===== src/rtl/text_fetch8x12.sv =====
// Text-mode front end: 80x40 grid of 8x12 cells, text RAM fetch, 16-entry palette, blinking cursor.
// Latency 2 clocks from i_pixel_en to o_valid; no backpressure, one pixel per enabled cycle.
module text_fetch8x12 #(
  parameter int COLS = 80,
  parameter int ROWS = 40
) (
  input  logic        i_clk,
  input  logic        i_rst_n,
  input  logic        i_frame_start,
  input  logic        i_line_end,
  input  logic        i_pixel_en,
  output logic [11:0] o_ram_addr,
  input  logic [15:0] i_ram_data,
  input  logic        i_reg_we,
  input  logic [4:0]  i_reg_addr,
  input  logic [11:0] i_reg_data,
  output logic        o_valid,
  output logic [7:0]  o_char,
  output logic [3:0]  o_row,
  output logic [2:0]  o_column,
  output logic [11:0] o_fg_color,
  output logic [11:0] o_bg_color
);

  logic [2:0]  col_cnt_q, col_cnt_d;
  logic [6:0]  cell_col_q, cell_col_d;
  logic [3:0]  row_cnt_q, row_cnt_d;
  logic [5:0]  cell_row_q, cell_row_d;
  logic [4:0]  frame_cnt_q, frame_cnt_d;

  logic [11:0] pal_q [16];
  logic [6:0]  cursor_col_q;
  logic [5:0]  cursor_row_q;
  logic [1:0]  ctrl_q;

  logic        s1_vld_q, s1_hit_q;
  logic [3:0]  s1_row_q;
  logic [2:0]  s1_col_q;

  logic        out_vld_q;
  logic [7:0]  out_char_q;
  logic [3:0]  out_row_q;
  logic [2:0]  out_col_q;
  logic [11:0] out_fg_q, out_bg_q;

  logic        cursor_hit;
  logic [11:0] fg_lookup, bg_lookup;

  always_comb begin
    col_cnt_d   = col_cnt_q;
    cell_col_d  = cell_col_q;
    row_cnt_d   = row_cnt_q;
    cell_row_d  = cell_row_q;
    frame_cnt_d = frame_cnt_q;
    if (i_frame_start) begin
      col_cnt_d   = '0;
      cell_col_d  = '0;
      row_cnt_d   = '0;
      cell_row_d  = '0;
      frame_cnt_d = frame_cnt_q + 5'd1;
    end else if (i_line_end) begin
      col_cnt_d  = '0;
      cell_col_d = '0;
      if (row_cnt_q == 4'd11) begin
        row_cnt_d  = '0;
        cell_row_d = (cell_row_q == 6'(ROWS - 1)) ? 6'd0 : cell_row_q + 6'd1;
      end else begin
        row_cnt_d = row_cnt_q + 4'd1;
      end
    end else if (i_pixel_en) begin
      col_cnt_d = col_cnt_q + 3'd1;
      if (col_cnt_q == 3'd7)
        cell_col_d = (cell_col_q == 7'(COLS - 1)) ? 7'd0 : cell_col_q + 7'd1;
    end
  end

  assign o_ram_addr = 12'(cell_row_q) * 12'(COLS) + 12'(cell_col_q);

  // Underline occupies the bottom two scanlines of the cursor cell.
  assign cursor_hit = ctrl_q[0] && (cell_col_q == cursor_col_q) && (cell_row_q == cursor_row_q) &&
                      (row_cnt_q >= 4'd10) && (!ctrl_q[1] || frame_cnt_q[4]);

  assign fg_lookup = pal_q[i_ram_data[11:8]];
  assign bg_lookup = pal_q[i_ram_data[15:12]];

  always_ff @(posedge i_clk or negedge i_rst_n) begin
    if (!i_rst_n) begin
      col_cnt_q    <= '0;
      cell_col_q   <= '0;
      row_cnt_q    <= '0;
      cell_row_q   <= '0;
      frame_cnt_q  <= '0;
      cursor_col_q <= '0;
      cursor_row_q <= '0;
      ctrl_q       <= '0;
      for (int i = 0; i < 16; i++) pal_q[i] <= '0;
    end else begin
      col_cnt_q   <= col_cnt_d;
      cell_col_q  <= cell_col_d;
      row_cnt_q   <= row_cnt_d;
      cell_row_q  <= cell_row_d;
      frame_cnt_q <= frame_cnt_d;
      if (i_reg_we) begin
        if (!i_reg_addr[4])          pal_q[i_reg_addr[3:0]] <= i_reg_data;
        else if (i_reg_addr == 5'd16) cursor_col_q <= i_reg_data[6:0];
        else if (i_reg_addr == 5'd17) cursor_row_q <= i_reg_data[5:0];
        else if (i_reg_addr == 5'd18) ctrl_q       <= i_reg_data[1:0];
      end
    end
  end

  // Stage 1 carries side data while the RAM read is in flight; stage 2 resolves colours.
  always_ff @(posedge i_clk or negedge i_rst_n) begin
    if (!i_rst_n) begin
      s1_vld_q   <= 1'b0;
      s1_hit_q   <= 1'b0;
      s1_row_q   <= '0;
      s1_col_q   <= '0;
      out_vld_q  <= 1'b0;
      out_char_q <= '0;
      out_row_q  <= '0;
      out_col_q  <= '0;
      out_fg_q   <= '0;
      out_bg_q   <= '0;
    end else begin
      s1_vld_q  <= i_pixel_en;
      out_vld_q <= s1_vld_q;
      if (i_pixel_en) begin
        s1_hit_q <= cursor_hit;
        s1_row_q <= row_cnt_q;
        s1_col_q <= col_cnt_q;
      end
      if (s1_vld_q) begin
        out_char_q <= i_ram_data[7:0];
        out_row_q  <= s1_row_q;
        out_col_q  <= s1_col_q;
        out_fg_q   <= s1_hit_q ? bg_lookup : fg_lookup;
        out_bg_q   <= s1_hit_q ? fg_lookup : bg_lookup;
      end
    end
  end

  assign o_valid    = out_vld_q;
  assign o_char     = out_char_q;
  assign o_row      = out_row_q;
  assign o_column   = out_col_q;
  assign o_fg_color = out_fg_q;
  assign o_bg_color = out_bg_q;

endmodule


===== config.mk =====
export PLATFORM = sky130hd
export DESIGN_NAME = text_fetch8x12
export DESIGN_NICKNAME = d
export VERILOG_FILES = /design/src/rtl/text_fetch8x12.sv
export SDC_FILE = /design/constraint.sdc
export NUM_CORES = 1
export LEC_CHECK = 0
export ABC_CLOCK_PERIOD_IN_PS = 2600
export BUFFER_PORTS_ARGS = -buffer_cell sky130_fd_sc_hd__buf_2
export CORE_ASPECT_RATIO = 1.25
export CORE_MARGIN = 5
export CORE_UTILIZATION = 32
export DETAILED_ROUTE_END_ITERATION = 8
export HOLD_SLACK_MARGIN = 0.08
export MAX_ROUTING_LAYER = met4
export SETUP_SLACK_MARGIN = 0.2
export SLEW_MARGIN = 20
export SYNTH_ARGS = -nofsm -noshare
export SYNTH_HDL_FRONTEND = slang
export SYNTH_SLANG_ARGS = --single-unit
export TNS_END_PERCENT = 5

===== constraint.sdc =====
create_clock -name i_clk -period 2.6 [get_ports i_clk]
set_input_delay 0.13 -clock i_clk [delete_from_list [all_inputs] [get_ports i_clk]]
set_output_delay 0.13 -clock i_clk [all_outputs]
set_load 0.05 [all_outputs]

==> Implementation_results.wiki <==
{| class="wikitable"
! Metric !! Value
|-
| Result of the run || finished, violations left
|-
| Violated checks || setup timing
|-
| Combinational family with the most area after synthesis || multiplexers
|-
| Max-slew violation count || 0
|-
| Total met3 wirelength after detailed routing || 2220 microns
|-
| Initial core utilization || 0.322
|-
| Vias per Instance || 5.46
|-
| Worst path slowest cell || fa_2
|-
| Grt ovf || 0
|-
| Final estimated routing congestion in global placement || 0.782
|-
| Global router's overall resource usage || 0.160
|-
| Clock Tree Root || clkbuf_16
|-
| Hold Path Class || primary input to register
|-
| Number of global-route vias before repair || 9968
|-
| Setup-violating endpoint count in the final report || 3
|-
| Finished Core Util || 0.384
|-
| Synth warnings || 0
|-
| Hold path startpoint || i_reg_data[2]
|-
| Area fraction in compound gates after synthesis || 0.0436
|-
| Worst-case headroom to the max-slew limit || 0.311
|-
| Worst Skew || 0.0101 ns
|-
| Topmost layer with routed signal wires || met4
|-
| Required time at the worst-slack endpoint || 2.47 ns
|-
| Cell area after synthesis || 14500 sq um
|-
| Filler cell count || 4265
|-
| Crit path time final || 2.88 ns
|-
| Synth-to-Final Area Change || 19.2%
|-
| Number of buffers added on ports || 90
|-
| Clock tree from TritonCTS || built
|-
| Number of antenna violations at the first check in global routing || 1
|-
| Clock transition time at the flip-flop clock pins of the worst setup and hold paths || 0.06 ns
|-
| Site Rows || 87
|-
| Pin count of the biggest net entering global routing || 76
|-
| Mapped Cells || 1021
|-
| Combined area of the multi-input logic cells || 7150 sq um
|-
| Transition time of the tightest slew-check pin || 1.03 ns
|-
| Critical path destination || o_ram_addr[11]
|-
| Tightest hold margin || 0.105 ns
|-
| Total Power || 13.2 mW
|-
| Clock buffer depth || 3
|-
| Count of final hold-check violations || 0
|-
| H-Tree Depth || 1
|-
| # Max-Cap Violations || 0
|-
| Residual DRC || 0
|-
| Half-perimeter wire length of the detailed placement result || 24600 microns
|-
| Beginning of the worst register-to-register path || s1_hit_q
|-
| Max Clock Freq || 0.347 GHz
|-
| Unique cell type count in the Yosys netlist || 44
|-
| Synth Area in Adders || 0.0183
|-
| Via count || 9493
|-
| Number of DRC markers after the initial detailed-route iteration || 593
|-
| Ordered cell list for the critical path || ha_4, ha_4, fa_2, nand2_2, nor3_4, nand2_2, xnor2_4, buf_6
|-
| Iteration count of the initial detailed-routing pass || 5
|-
| IR drop worst, VDD || 534 uV
|-
| Crit Path Max Fanout || 3
|-
| Non-Filler Instances || 1739
|-
| First-pass GRT wire length || 60700 microns
|-
| Placed instance area || 15800 sq um
|-
| Register-to-Register Setup Slack || 0.72 ns
|-
| Cell depth of the worst flop-to-flop path || 4
|-
| Part of the Yosys area used for sequential elements || 0.485
|-
| Cell count after placement || 1660
|-
| Synthesized area per cell || 14.2 sq um
|-
| Routed met2 length || 18800 microns
|-
| Mux share of post-synthesis cell area || 0.352
|-
| Share of post-route cells with drive strength above 1 || 0.439
|-
| Height of the chip || 248 microns
|-
| Fin worst setup slack || -0.282 ns
|-
| Length of routed wiring on met1 || 16800 microns
|-
| Pwr per Cell Area || 762 nW/um^2
|-
| Total Routed Length || 39000 microns
|-
| Floorplan die area || 49700 sq um
|-
| Reg-to-reg critical path endpoint || o_fg_color[11]
|-
| Die width || 200 microns
|-
| Share of the clock period used by the worst path after layout || 1.11
|-
| Crit path from || cell_row_q[1]
|-
| Routed wirelength normalized by instance count || 22.4 microns
|-
| Layout Nets || 1197
|-
| Clock sink count || 281
|-
| Simple-Gate Fraction of Synth Area || 0.0495
|-
| Setup repair after global routing missed its margin || true
|-
| Kind of launch point of the worst setup path || register
|-
| Critical path start-end classification || register to output pin
|-
| Synthesized-area fraction occupied by xor and xnor cells || 0.0199
|-
| Crit. End Element || output pin
|-
| Number of buffers created by CTS || 31
|-
| Nets in the synthesized netlist || 1080
|-
| Std-Cell Core Area || 45000 sq um
|-
| Reg area || 7030 sq um
|-
| Slowest cell delay on critical path || 0.60 ns
|-
| Final cell area excluding filler cells || 17300 sq um
|-
| Number of synthesized register bits || 281
|-
| Standby leakage power || 7.89 nW
|-
| Post-route ant nets || 0
|-
| Ports || 91
|-
| Arrival time at the worst endpoint || 2.75 ns
|-
| Clock latency at the later pin of the worst-skew pair || 0.57 ns
|}
[critical path: cells and delay by family (launching register included)]
kind / cells / cell delay [ns]
fa+ha+maj: 3 / 1.02
xor+xnor: 1 / 0.17
simple gates: 3 / 0.42
flops: 1 / 0.41
buf+inv: 1 / 0.17
[what timing repair did]
action / 4_1_cts / 5_1_grt
endpoints found under the setup margin: 5 / 5
gates cloned: 0 / 0
pin swaps: 1 / 9
setup buffers: 0 / 2
hold endpoints to repair: 380 / 0
gates resized for setup: 13 / 16
hold buffers: 21 / 0
[area by class of cell]
cell class / count / area share
repair buffers: 162 / 0.0682
inverters: 8 / 0.00174
clock inverters: 14 / 0.0162
clock buffers: 41 / 0.0506
well taps: 578 / 0.0419
diodes: 1 / 0.000145
flip-flops and latches: 281 / 0.407
multi-input cells: 654 / 0.414
[power breakdown]
group	internal (mW)	leakage (nW)	switching [mW]	total [mW]
Clock	3.14	0.563	1.83	4.96
Combinational	1.35	3.73	1.18	2.54
Sequential	5.14	3.59	0.526	5.66
[sequential cells by signal (all words and copies together) (netlist names), 3 cells and up]
register and count:
s1_col_q 3, cursor_row_q 6, pal_q 192, cell_row_q 6
o_row 4, o_char 8, frame_cnt_q 5, o_column 3
o_fg_color 12, row_cnt_q 4, cursor_col_q 7, cell_col_q 7
o_bg_color 12, s1_row_q 4, col_cnt_q 3
[worst min path at each step]
stage          cells after the start            end
3_3_place_gp                       1   row_cnt_q[2]
4_1_cts                            2      pal_q[49]
3_5_place_dp                       1   row_cnt_q[2]
5_1_grt                            2      pal_q[53]
2_1_floorplan                      0  cell_col_q[0]
6_report                           2      pal_q[50]
[stage by stage]
step,setup TNS (ns),worst slack (ns)
after global placement,0,0.127
after floorplan,0,0.127
after global routing,-0.869,-0.380
final,-0.580,-0.282
after CTS,-0.711,-0.296
after detailed placement,0,0.135
[logic make-up (layout without fill, tap and decap cells)]
group	count (synthesis)	after routing
buffers and inverters	86	225
multiplexers	353	353
other	0	1
flip-flops	281	281
AND/OR/NAND/NOR	151	151
adder cells (fa/ha/maj)	20	20
XOR/XNOR	33	33
AO/OA/AOI/OAI	97	97
[synth_stat cells (all sizes together)]
cell / count / share of area
a2111oi: 1 / 0.00060
a21o: 4 / 0.0021
a21oi: 33 / 0.011
a22oi: 48 / 0.025
a31oi: 1 / 0.00043
a41o: 1 / 0.00069
and2: 4 / 0.0017
and3: 5 / 0.0022
and4b: 2 / 0.0014
buf: 47 / 0.021
clkbuf: 31 / 0.0080
clkinv: 1 / 0.00026
dfrtp: 281 / 0.49
fa: 2 / 0.0028
ha: 18 / 0.016
inv: 7 / 0.0018
mux2: 230 / 0.18
mux2i: 27 / 0.019
mux4: 96 / 0.15
nand2: 46 / 0.012
nand2b: 2 / 0.00086
nand3: 7 / 0.0024
nand4: 9 / 0.0039
nand4b: 1 / 0.00060
nor2: 47 / 0.012
nor2b: 13 / 0.0056
nor3: 6 / 0.0021
nor3b: 3 / 0.0019
nor4: 4 / 0.0017
nor4b: 1 / 0.00060
o21a: 1 / 0.00052
o21ai: 6 / 0.0021
o22ai: 1 / 0.00043
o31ai: 1 / 0.00052
or2: 1 / 0.00043
xnor2: 14 / 0.0085
xor2: 19 / 0.011
[placed cells by master, fill, tap and decap left out, types with 4 or more instances in the layout]
master / instances
mux4_2: 74
dfrtp_1: 280
nor2b_1: 12
buf_4: 45
nor2_1: 47
mux2i_1: 27
nor3_1: 5
xor2_1: 18
mux2_1: 10
a22oi_1: 48
mux4_1: 22
inv_1: 7
buf_12: 8
clkbuf_16: 31
o21ai_0: 5
xnor2_1: 10
and3_1: 5
clkbuf_8: 6
a21oi_1: 31
a21o_1: 4
dlygate4sd3_1: 21
bufinv_16: 8
nand2_1: 44
nand4_1: 9
buf_2: 84
ha_1: 14
nand3_1: 7
clkbuf_1: 4
and2_1: 4
mux2_2: 220
[metal layers]
layer  vias up  GRT usage
met1      5043      0.206
met2       278      0.264
met3        80     0.0304
li1       4092          -
met5         -          -
met4         0     0.0437
No activity file was read; power rests on OpenSTA's default activity.
